==> config.mk <==
export PLATFORM = sky130hd
export DESIGN_NAME = pipeline_hazard_ctrl
export DESIGN_NICKNAME = d
export VERILOG_FILES = /design/src/rtl/pipe_ctrl_pkg.sv /design/src/rtl/pipeline_hazard_ctrl_hazard_detect.sv /design/src/rtl/pipeline_hazard_ctrl.sv
export SDC_FILE = /design/constraint.sdc
export NUM_CORES = 1
export LEC_CHECK = 0
export CAP_MARGIN = 0
export CORE_UTILIZATION = 30
export CTS_CLUSTER_SIZE = 28
export DETAILED_ROUTE_END_ITERATION = 16
export GPL_ROUTABILITY_DRIVEN = 0
export MAX_ROUTING_LAYER = met4
export PLACE_DENSITY = 0.63
export SYNTH_ARGS = -nofsm -noshare
export SYNTH_HDL_FRONTEND = slang
export SYNTH_SLANG_ARGS = --single-unit
==> constraint.sdc <==
create_clock -name clk -period 4.84 [get_ports clk]
set_input_delay 0.484 -clock clk [delete_from_list [all_inputs] [get_ports clk]]
set_output_delay 0.484 -clock clk [all_outputs]
set_load 0.02 [all_outputs]
==> src/rtl/pipe_ctrl_pkg.sv <==
// Shared constants for the pipeline stall/flush sequencer: FSM state
// encoding, the x0 register index and the default memory watchdog limit.
package pipe_ctrl_pkg;

    localparam logic [1:0] RUN      = 2'd0;
    localparam logic [1:0] MEM_WAIT = 2'd1;
    localparam logic [1:0] ERR      = 2'd2;

    localparam logic [4:0] REG_X0 = 5'd0;

    localparam int MEM_TIMEOUT_DEFAULT = 16;

endpackage

==> src/rtl/pipeline_hazard_ctrl_hazard_detect.sv <==
// Load-use hazard compare: a load in EX whose destination is read by the
// instruction in ID. Writes to x0 never create a dependency.
module hazard_detect
    import pipe_ctrl_pkg::*;
(
    input  logic [4:0] id_rs1,
    input  logic [4:0] id_rs2,
    input  logic       id_use_rs1,
    input  logic       id_use_rs2,
    input  logic [4:0] ex_rd,
    input  logic       ex_mem_read,
    output logic       lu
);

    logic hit_rs1;
    logic hit_rs2;

    // Per-operand match, then qualify with load and non-x0 destination
    always_comb begin
        hit_rs1 = id_use_rs1 && (ex_rd == id_rs1);
        hit_rs2 = id_use_rs2 && (ex_rd == id_rs2);
        lu      = ex_mem_read && (ex_rd != REG_X0) && (hit_rs1 || hit_rs2);
    end

endmodule

==> src/rtl/pipeline_hazard_ctrl.sv <==
// Central stall/flush sequencer for the 5-stage pipeline. Produces per-stage
// write enables and flushes from load-use, branch and data-memory wait info,
// with a watchdog that parks the pipe in a sticky error state.
// Optional macro HAZARD_PERF_CNT_EN adds saturating 32-bit event counters.
module pipeline_hazard_ctrl
    import pipe_ctrl_pkg::*;
#(
    parameter int MEM_TIMEOUT = MEM_TIMEOUT_DEFAULT,
    parameter int TMO_W       = 5
) (
    input  logic        clk,
    input  logic        reset,
    input  logic [4:0]  id_rs1,
    input  logic [4:0]  id_rs2,
    input  logic        id_use_rs1,
    input  logic        id_use_rs2,
    input  logic [4:0]  ex_rd,
    input  logic        ex_mem_read,
    input  logic        ex_branch_taken,
    input  logic        mem_req,
    input  logic        mem_ready,
    output logic        pc_we,
    output logic        pc_redirect,
    output logic        if_id_we,
    output logic        if_id_flush,
    output logic        id_ex_we,
    output logic        id_ex_flush,
    output logic        ex_mem_we,
    output logic        mem_wb_flush,
`ifdef HAZARD_PERF_CNT_EN
    output logic [31:0] stall_cnt,
    output logic [31:0] flush_cnt,
    output logic [31:0] memwait_cnt,
`endif
    output logic        mem_err
);

    localparam logic [TMO_W-1:0] CNT_LAST = TMO_W'(MEM_TIMEOUT - 1);
    localparam logic [TMO_W-1:0] CNT_MAX  = {TMO_W{1'b1}};

    logic [1:0]       state_q, state_d;
    logic [TMO_W-1:0] wait_cnt_q, wait_cnt_d;
    logic             lu;
    logic             ms;

    hazard_detect u_hazard_detect (
        .id_rs1      (id_rs1),
        .id_rs2      (id_rs2),
        .id_use_rs1  (id_use_rs1),
        .id_use_rs2  (id_use_rs2),
        .ex_rd       (ex_rd),
        .ex_mem_read (ex_mem_read),
        .lu          (lu)
    );

    assign ms = mem_req && !mem_ready;

    // Next-state and watchdog counter; the counter saturates rather than wraps
    always_comb begin
        state_d    = state_q;
        wait_cnt_d = wait_cnt_q;
        case (state_q)
            RUN: begin
                if (ms) begin
                    state_d    = MEM_WAIT;
                    wait_cnt_d = TMO_W'(1);
                end
            end
            MEM_WAIT: begin
                if (mem_ready) begin
                    state_d    = RUN;
                    wait_cnt_d = '0;
                end else begin
                    if (wait_cnt_q != CNT_MAX) wait_cnt_d = wait_cnt_q + TMO_W'(1);
                    if (wait_cnt_q == CNT_LAST) state_d = ERR;
                end
            end
            ERR:     state_d = ERR;
            default: state_d = RUN;
        endcase
    end

    // State and counter registers with synchronous reset
    always_ff @(posedge clk) begin
        if (reset) begin
            state_q    <= RUN;
            wait_cnt_q <= '0;
        end else begin
            state_q    <= state_d;
            wait_cnt_q <= wait_cnt_d;
        end
    end

    // Output mux: reset forcing, then per-state control; in RUN the memory
    // freeze hides branch and load-use, and a branch flush hides load-use
    always_comb begin
        pc_we        = 1'b1;
        pc_redirect  = 1'b0;
        if_id_we     = 1'b1;
        if_id_flush  = 1'b0;
        id_ex_we     = 1'b1;
        id_ex_flush  = 1'b0;
        ex_mem_we    = 1'b1;
        mem_wb_flush = 1'b0;
        mem_err      = 1'b0;
        if (reset) begin
            pc_we        = 1'b0;
            if_id_we     = 1'b0;
            id_ex_we     = 1'b0;
            ex_mem_we    = 1'b0;
            if_id_flush  = 1'b1;
            id_ex_flush  = 1'b1;
            mem_wb_flush = 1'b1;
        end else if (state_q == ERR) begin
            pc_we        = 1'b0;
            if_id_we     = 1'b0;
            id_ex_we     = 1'b0;
            ex_mem_we    = 1'b0;
            mem_wb_flush = 1'b1;
            mem_err      = 1'b1;
        end else if (state_q == MEM_WAIT || ms) begin
            pc_we        = 1'b0;
            if_id_we     = 1'b0;
            id_ex_we     = 1'b0;
            ex_mem_we    = 1'b0;
            mem_wb_flush = 1'b1;
        end else if (ex_branch_taken) begin
            pc_redirect  = 1'b1;
            if_id_flush  = 1'b1;
            id_ex_flush  = 1'b1;
        end else if (lu) begin
            pc_we        = 1'b0;
            if_id_we     = 1'b0;
            id_ex_flush  = 1'b1;
        end
    end

`ifdef HAZARD_PERF_CNT_EN
    logic [31:0] stall_cnt_q, stall_cnt_d;
    logic [31:0] flush_cnt_q, flush_cnt_d;
    logic [31:0] memwait_cnt_q, memwait_cnt_d;
    logic        in_run;

    assign in_run = (state_q == RUN);

    // Event counters: each event qualified exactly as the output mux ranks it
    always_comb begin
        stall_cnt_d   = stall_cnt_q;
        flush_cnt_d   = flush_cnt_q;
        memwait_cnt_d = memwait_cnt_q;
        if (in_run && !ms && !ex_branch_taken && lu && stall_cnt_q != 32'hFFFF_FFFF)
            stall_cnt_d = stall_cnt_q + 32'd1;
        if (in_run && !ms && ex_branch_taken && flush_cnt_q != 32'hFFFF_FFFF)
            flush_cnt_d = flush_cnt_q + 32'd1;
        if (((in_run && ms) || state_q == MEM_WAIT) && memwait_cnt_q != 32'hFFFF_FFFF)
            memwait_cnt_d = memwait_cnt_q + 32'd1;
    end

    // Counter registers cleared by reset
    always_ff @(posedge clk) begin
        if (reset) begin
            stall_cnt_q   <= '0;
            flush_cnt_q   <= '0;
            memwait_cnt_q <= '0;
        end else begin
            stall_cnt_q   <= stall_cnt_d;
            flush_cnt_q   <= flush_cnt_d;
            memwait_cnt_q <= memwait_cnt_d;
        end
    end

    assign stall_cnt   = stall_cnt_q;
    assign flush_cnt   = flush_cnt_q;
    assign memwait_cnt = memwait_cnt_q;
`endif

endmodule

# After elaboration in Yosys (flattened, before gate mapping)

Cells that the tools add are included.

Bits in registers: 7
Input port bits: 23
Output and inout port bits: 9
Word-level logic and storage cells: 56

Add/subtract/negate cells: 1
Equal/unequal tests: 9
Muxes and demuxes: 31
Reductions and logical operators: 13

Operator list:

| operator                                      | number |
|---|---|
| two-way mux 1 bit                             | 23 |
| two-way mux 5 bit                             | 3 |
| == test 5 bit                                 | 2 |
| case mux 5 bit (2 select lines)               | 1 |
| two-way mux 2 bit                             | 3 |
| inequality test 3 bit, second input constant  | 2 |
| case mux 2 bit (3 select lines)               | 1 |
| adder 5 x 1 -> 5 bit, second input constant   | 1 |
| == test 5 x 4 -> 1 bit, second input constant | 1 |
| logical AND 1 bit                             | 5 |
| inequality test 5 bit, second input constant  | 1 |
| nonzero test 5 bit                            | 1 |
| AND reduction 3 bit                           | 1 |
| == test 2 x 1 -> 1 bit, second input constant | 1 |
| == test 2 bit, second input constant          | 1 |
| zero test 2 bit                               | 1 |
| logical OR 1 bit                              | 2 |
| inequality test 2 bit, second input constant  | 1 |
| AND reduction 2 bit                           | 1 |
| nonzero test 2 bit                            | 1 |
| zero test 1 bit                               | 1 |

# Longest topological paths before layout

Depth in word-level cells: 9
Gate-level depth with buffers: 7
Depth with buffers taken out: 7

# Hierarchy

From an unflattened synthesis, not the netlist that was laid out.

Cells, all modules: 77
Area total of the unflattened synthesis: 644.4 µm²

By module, submodules not included:

| module               | times used | cells each | area an instance (µm²) |
|---|---|---|---|
| pipeline_hazard_ctrl | 1          | 60         | 510.5 |
| hazard_detect        | 1          | 17         | 133.9 |

# Worst setup path before layout

Ideal clock, no wire load.

Kind: input port to output port
Start point: in ex_rd[3]
End point: out id_ex_flush
Arrival: 1.614 ns
Setup slack: 2.742 ns
Stages: 4
Path through: xor2_1 > nor4_1 > a32oi_1 > o31ai_1

Word-level cells in the longest chain between the ends: 9
Elaborated cells between the ends (all ways): 13

RTL lines:

| what                                 | line                                                                               | RTL |
|---|---|---|
| start, declared                      | pipeline_hazard_ctrl.sv:17                                                         | `input logic [4:0] ex_rd,` |
| == test 5 bit (on tied branches)     | pipeline_hazard_ctrl_hazard_detect.sv:20, pipeline_hazard_ctrl_hazard_detect.sv:21 |  |
| logical AND 1 bit (on tied branches) | pipeline_hazard_ctrl_hazard_detect.sv:20, pipeline_hazard_ctrl_hazard_detect.sv:21 |  |
| logical OR 1 bit                     | pipeline_hazard_ctrl_hazard_detect.sv:22                                           | `lu = ex_mem_read && (ex_rd != REG_X0) && (hit_rs1 \|\| hit_rs2);` |
| logical AND 1 bit *                  | pipeline_hazard_ctrl_hazard_detect.sv:22                                           |  |
| two-way mux 1 bit *                  | pipeline_hazard_ctrl.sv:131                                                        | `end else if (lu) begin` |
| two-way mux 1 bit *                  | pipeline_hazard_ctrl.sv:127                                                        | `end else if (ex_branch_taken) begin` |
| two-way mux 1 bit *                  | pipeline_hazard_ctrl.sv:121                                                        | `end else if (state_q == MEM_WAIT \|\| ms) begin` |
| two-way mux 1 bit *                  | pipeline_hazard_ctrl.sv:114                                                        | `end else if (state_q == ERR) begin` |
| two-way mux 1 bit *                  | pipeline_hazard_ctrl.sv:106                                                        | `if (reset) begin` |
| end, declared                        | pipeline_hazard_ctrl.sv:27                                                         | `output logic id_ex_flush,` |

Mark *: on every way between the ends. The rest lies on a longest branch, timed or not.

# Final worst setup path

Same ends and word-level chain as after synthesis.

==> impl_metrics.env <==
export IMPL_num_vias=629
export IMPL_grt_max_degree=16
export IMPL_drv_cap=0
export IMPL_die_x_um=46.4
export IMPL_port_buffers=31
export IMPL_ant_nets=0
export IMPL_numCtsBuffers=3
export IMPL_clk_latency_ns=0.25
export IMPL_fmax_mhz=332
export IMPL_worstHoldPathCells=2
export IMPL_post_place_ws_ns=1.81
export IMPL_diodes=0
export IMPL_period_minus_slack_ns=3.01
export IMPL_ir_drop_v=0.000179
export IMPL_startpoint_type="input port"
export IMPL_synth_top_cells_by_area="dfxtp_1, xor2_1, ha_1, a21oi_1, o31ai_1"
export IMPL_p_sw_w=0.0000475
export IMPL_fin_crit_sh_pct=62.1
export IMPL_worst_pin_slew_ns=0.392
export IMPL_syn_area_per_cell_um2=8.09
export IMPL_grt_pass1_wl_mm=2.35
export IMPL_worst_r2r_path_depth=7
export IMPL_clockRootBuffer="clkbuf_4"
export IMPL_path_depth=6
export IMPL_synth_cell_types=30
export IMPL_synth_seq_cells=7
export IMPL_drive_gt1_share_pct=5.71
export IMPL_track_usage_pct=16.0
export IMPL_slew_viol_final=0
export IMPL_internal_power_w=0.000125
export IMPL_drtPass1Iterations=4
export IMPL_synthCells=73
export IMPL_r2r_start="wait_cnt_q[0]$_SDFFE_PP0P_"
export IMPL_die_h_um=46.4
export IMPL_fin_ws_ns=1.83
export IMPL_crit_family="buffers and inverters"
export IMPL_viasPerCell=4.84
export IMPL_cp_required_ns=4.36
export IMPL_synth_top_area_share_pct=23.7
export IMPL_synthTopCellsByCount="xor2_1, a21oi_1, dfxtp_1"
export IMPL_outcome="complete, no violations"
export IMPL_slowest_stage="clkdlybuf4s50_1"
export IMPL_start_util_pct=33.1
export IMPL_nets=132
export IMPL_crit_top_cell="clkdlybuf4s50_1"
export IMPL_clkPwrFrac_pct=30.4
export IMPL_hpwl_mm=1.23
export IMPL_worstHoldStart="wait_cnt_q[3]$_SDFFE_PP0P_"
export IMPL_worst_ep_arrival_time_ns=2.52
export IMPL_ioPinCount=32
export IMPL_synth_top_area_cell="dfxtp_1"
export IMPL_rows=15
export IMPL_setup_viol=0
export IMPL_power_leakage_nw=0.349
export IMPL_cp_slowest_stage_delay_ns=0.65
export IMPL_p_seq_share_pct=35.4
export IMPL_clkSinkCount=7
export IMPL_critPathCaptureType="primary output"
export IMPL_synth_most_common_cell="xor2_1"
export IMPL_cts_setup_buffers=0
export IMPL_dp_cells=126
export IMPL_tns_ns=0
export IMPL_ys_seq_area_share_pct=23.7
export IMPL_min_path_type="reg2reg"
export IMPL_grt_overflow_total=0
export IMPL_crit_start="ex_rd[3]"
export IMPL_grt_pass1_vias=561
export IMPL_drc=0
export IMPL_synth_edf_count=0
export IMPL_die_area_um2=2150
export IMPL_cts_hold_buf=0
export IMPL_antenna_found_initial=0
export IMPL_path_clk_slew_ns=0.05
export IMPL_netlist_area_um2=591
export IMPL_ys_flop_type="dfxtp_1"
export IMPL_worstPathBufferInverterCount=2
export IMPL_synthToLayoutAreaGrowth_pct=59.1
export IMPL_rsz0062_at_grt="no"
export IMPL_routed_wl_mm=1.49
export IMPL_fin_skew_ns=0.00556
export IMPL_synthArstFlopShare_pct=0
export IMPL_drt_iter0_drc=7
export IMPL_wl_per_cell_um=11.4
export IMPL_slew_headroom_pct=73.8
export IMPL_crit_chain="clkdlybuf4s50_1, xor2_1, nor4_1, a32oi_1, o31ai_1, clkdlybuf4s50_1"
export IMPL_switching_share_pct=27.5
export IMPL_yosysWarnings=0
export IMPL_nFillCells=191
export IMPL_cts_buffer_depth=2
export IMPL_path_max_fanout=3
export IMPL_ctsResizeCount=0
export IMPL_core_um2=1780
export IMPL_combinationalPowerShare_pct=34.2
export IMPL_cts_tree="done"
export IMPL_powerDensity_nw_per_um2=184
export IMPL_path_class="in2out"
export IMPL_stdcell_count=130
export IMPL_synthesis_nets=99
export IMPL_hold_viol_final=0
export IMPL_htreeDepth=1
[final cells by class]
class	instances	area, µm²	share of cell area, %
Clock buffer	4	26.3	2.80
Sequential cell	7	140	14.9
Tap cell	25	31.3	3.33
Multi-Input combinational cell	59	417	44.3
Timing Repair Buffer	31	310	33.0
Inverter	4	15.0	1.60
[power by group through the flow]
stage | Clock [W] | Sequential [W] | Combinational [W]
2_1_floorplan | 0 | 0.0000617 | 0.0000274
3_3_place_gp | 0 | 0.0000621 | 0.0000598
3_5_place_dp | 0 | 0.0000623 | 0.0000595
4_1_cts | 0.0000548 | 0.0000611 | 0.0000596
5_1_grt | 0.0000580 | 0.0000613 | 0.0000644
6_report | 0.0000526 | 0.0000611 | 0.0000592
[registers in the layout, summed over array words and instances (netlist names)]
signal / flops
state_q: 2
wait_cnt_q: 5
[per-stage QoR]
stage          hold WS, ns  utilization (%)   power, W  cell area, µm²
4_1_cts              0.484             52.7   0.000176             940
3_3_place_gp         0.474             51.2   0.000122             913
6_report             0.485             52.7   0.000173             940
3_5_place_dp         0.477             51.2   0.000122             913
2_1_floorplan        0.448                -  0.0000891             591
5_1_grt              0.524             52.7   0.000184             940
[cell usage in the layout (no fill, tap or decap), types with 4 or more instances in the layout]
cell             Yosys  final
xor2_1               8      8
a21oi_1              7      7
o21ai_0              4      4
clkdlybuf4s50_1      0     31
dfxtp_1              7      7
[cell families (layout without fill, tap and decap cells)]
kind of cell / after synthesis / count (layout) / synth area share [%]
AOI/OAI and AO/OA: 19 / 19 / 19.5
xor gates and xnor gates: 10 / 10 / 14.8
adders and majority gates: 3 / 3 / 6.36
buffers and inverters: 7 / 39 / 5.72
DFF: 7 / 7 / 23.7
muxes: 1 / 1 / 2.54
and+or+nand+nor: 26 / 26 / 27.3
[tightest hold or removal path, cell delays in order, from the launching register on]
cell and delay, ns:
dfxtp_1 0.32, o31ai_1 0.06, a21oi_1 0.05
[layer usage]
metal | wire length [µm] | share of wire (%) | track usage, %
met1 | 707 | 48 | 20.7
met4 | 13 | 0.88 | 3.53
met5 | 0 | 0 | -
met3 | 57 | 3.8 | 5.88
met2 | 707 | 48 | 23.3
[path summary, 6_finish.rpt]
check	to	slack, ns
hold reg to reg	wait_cnt_q[3]$_SDFFE_PP0P_	0.48
hold / removal	wait_cnt_q[3]$_SDFFE_PP0P_	0.48
setup / recovery	id_ex_flush	1.83
setup reg to reg	wait_cnt_q[3]$_SDFFE_PP0P_	2.78
Note: power is estimated with default switching activity, not from simulation.
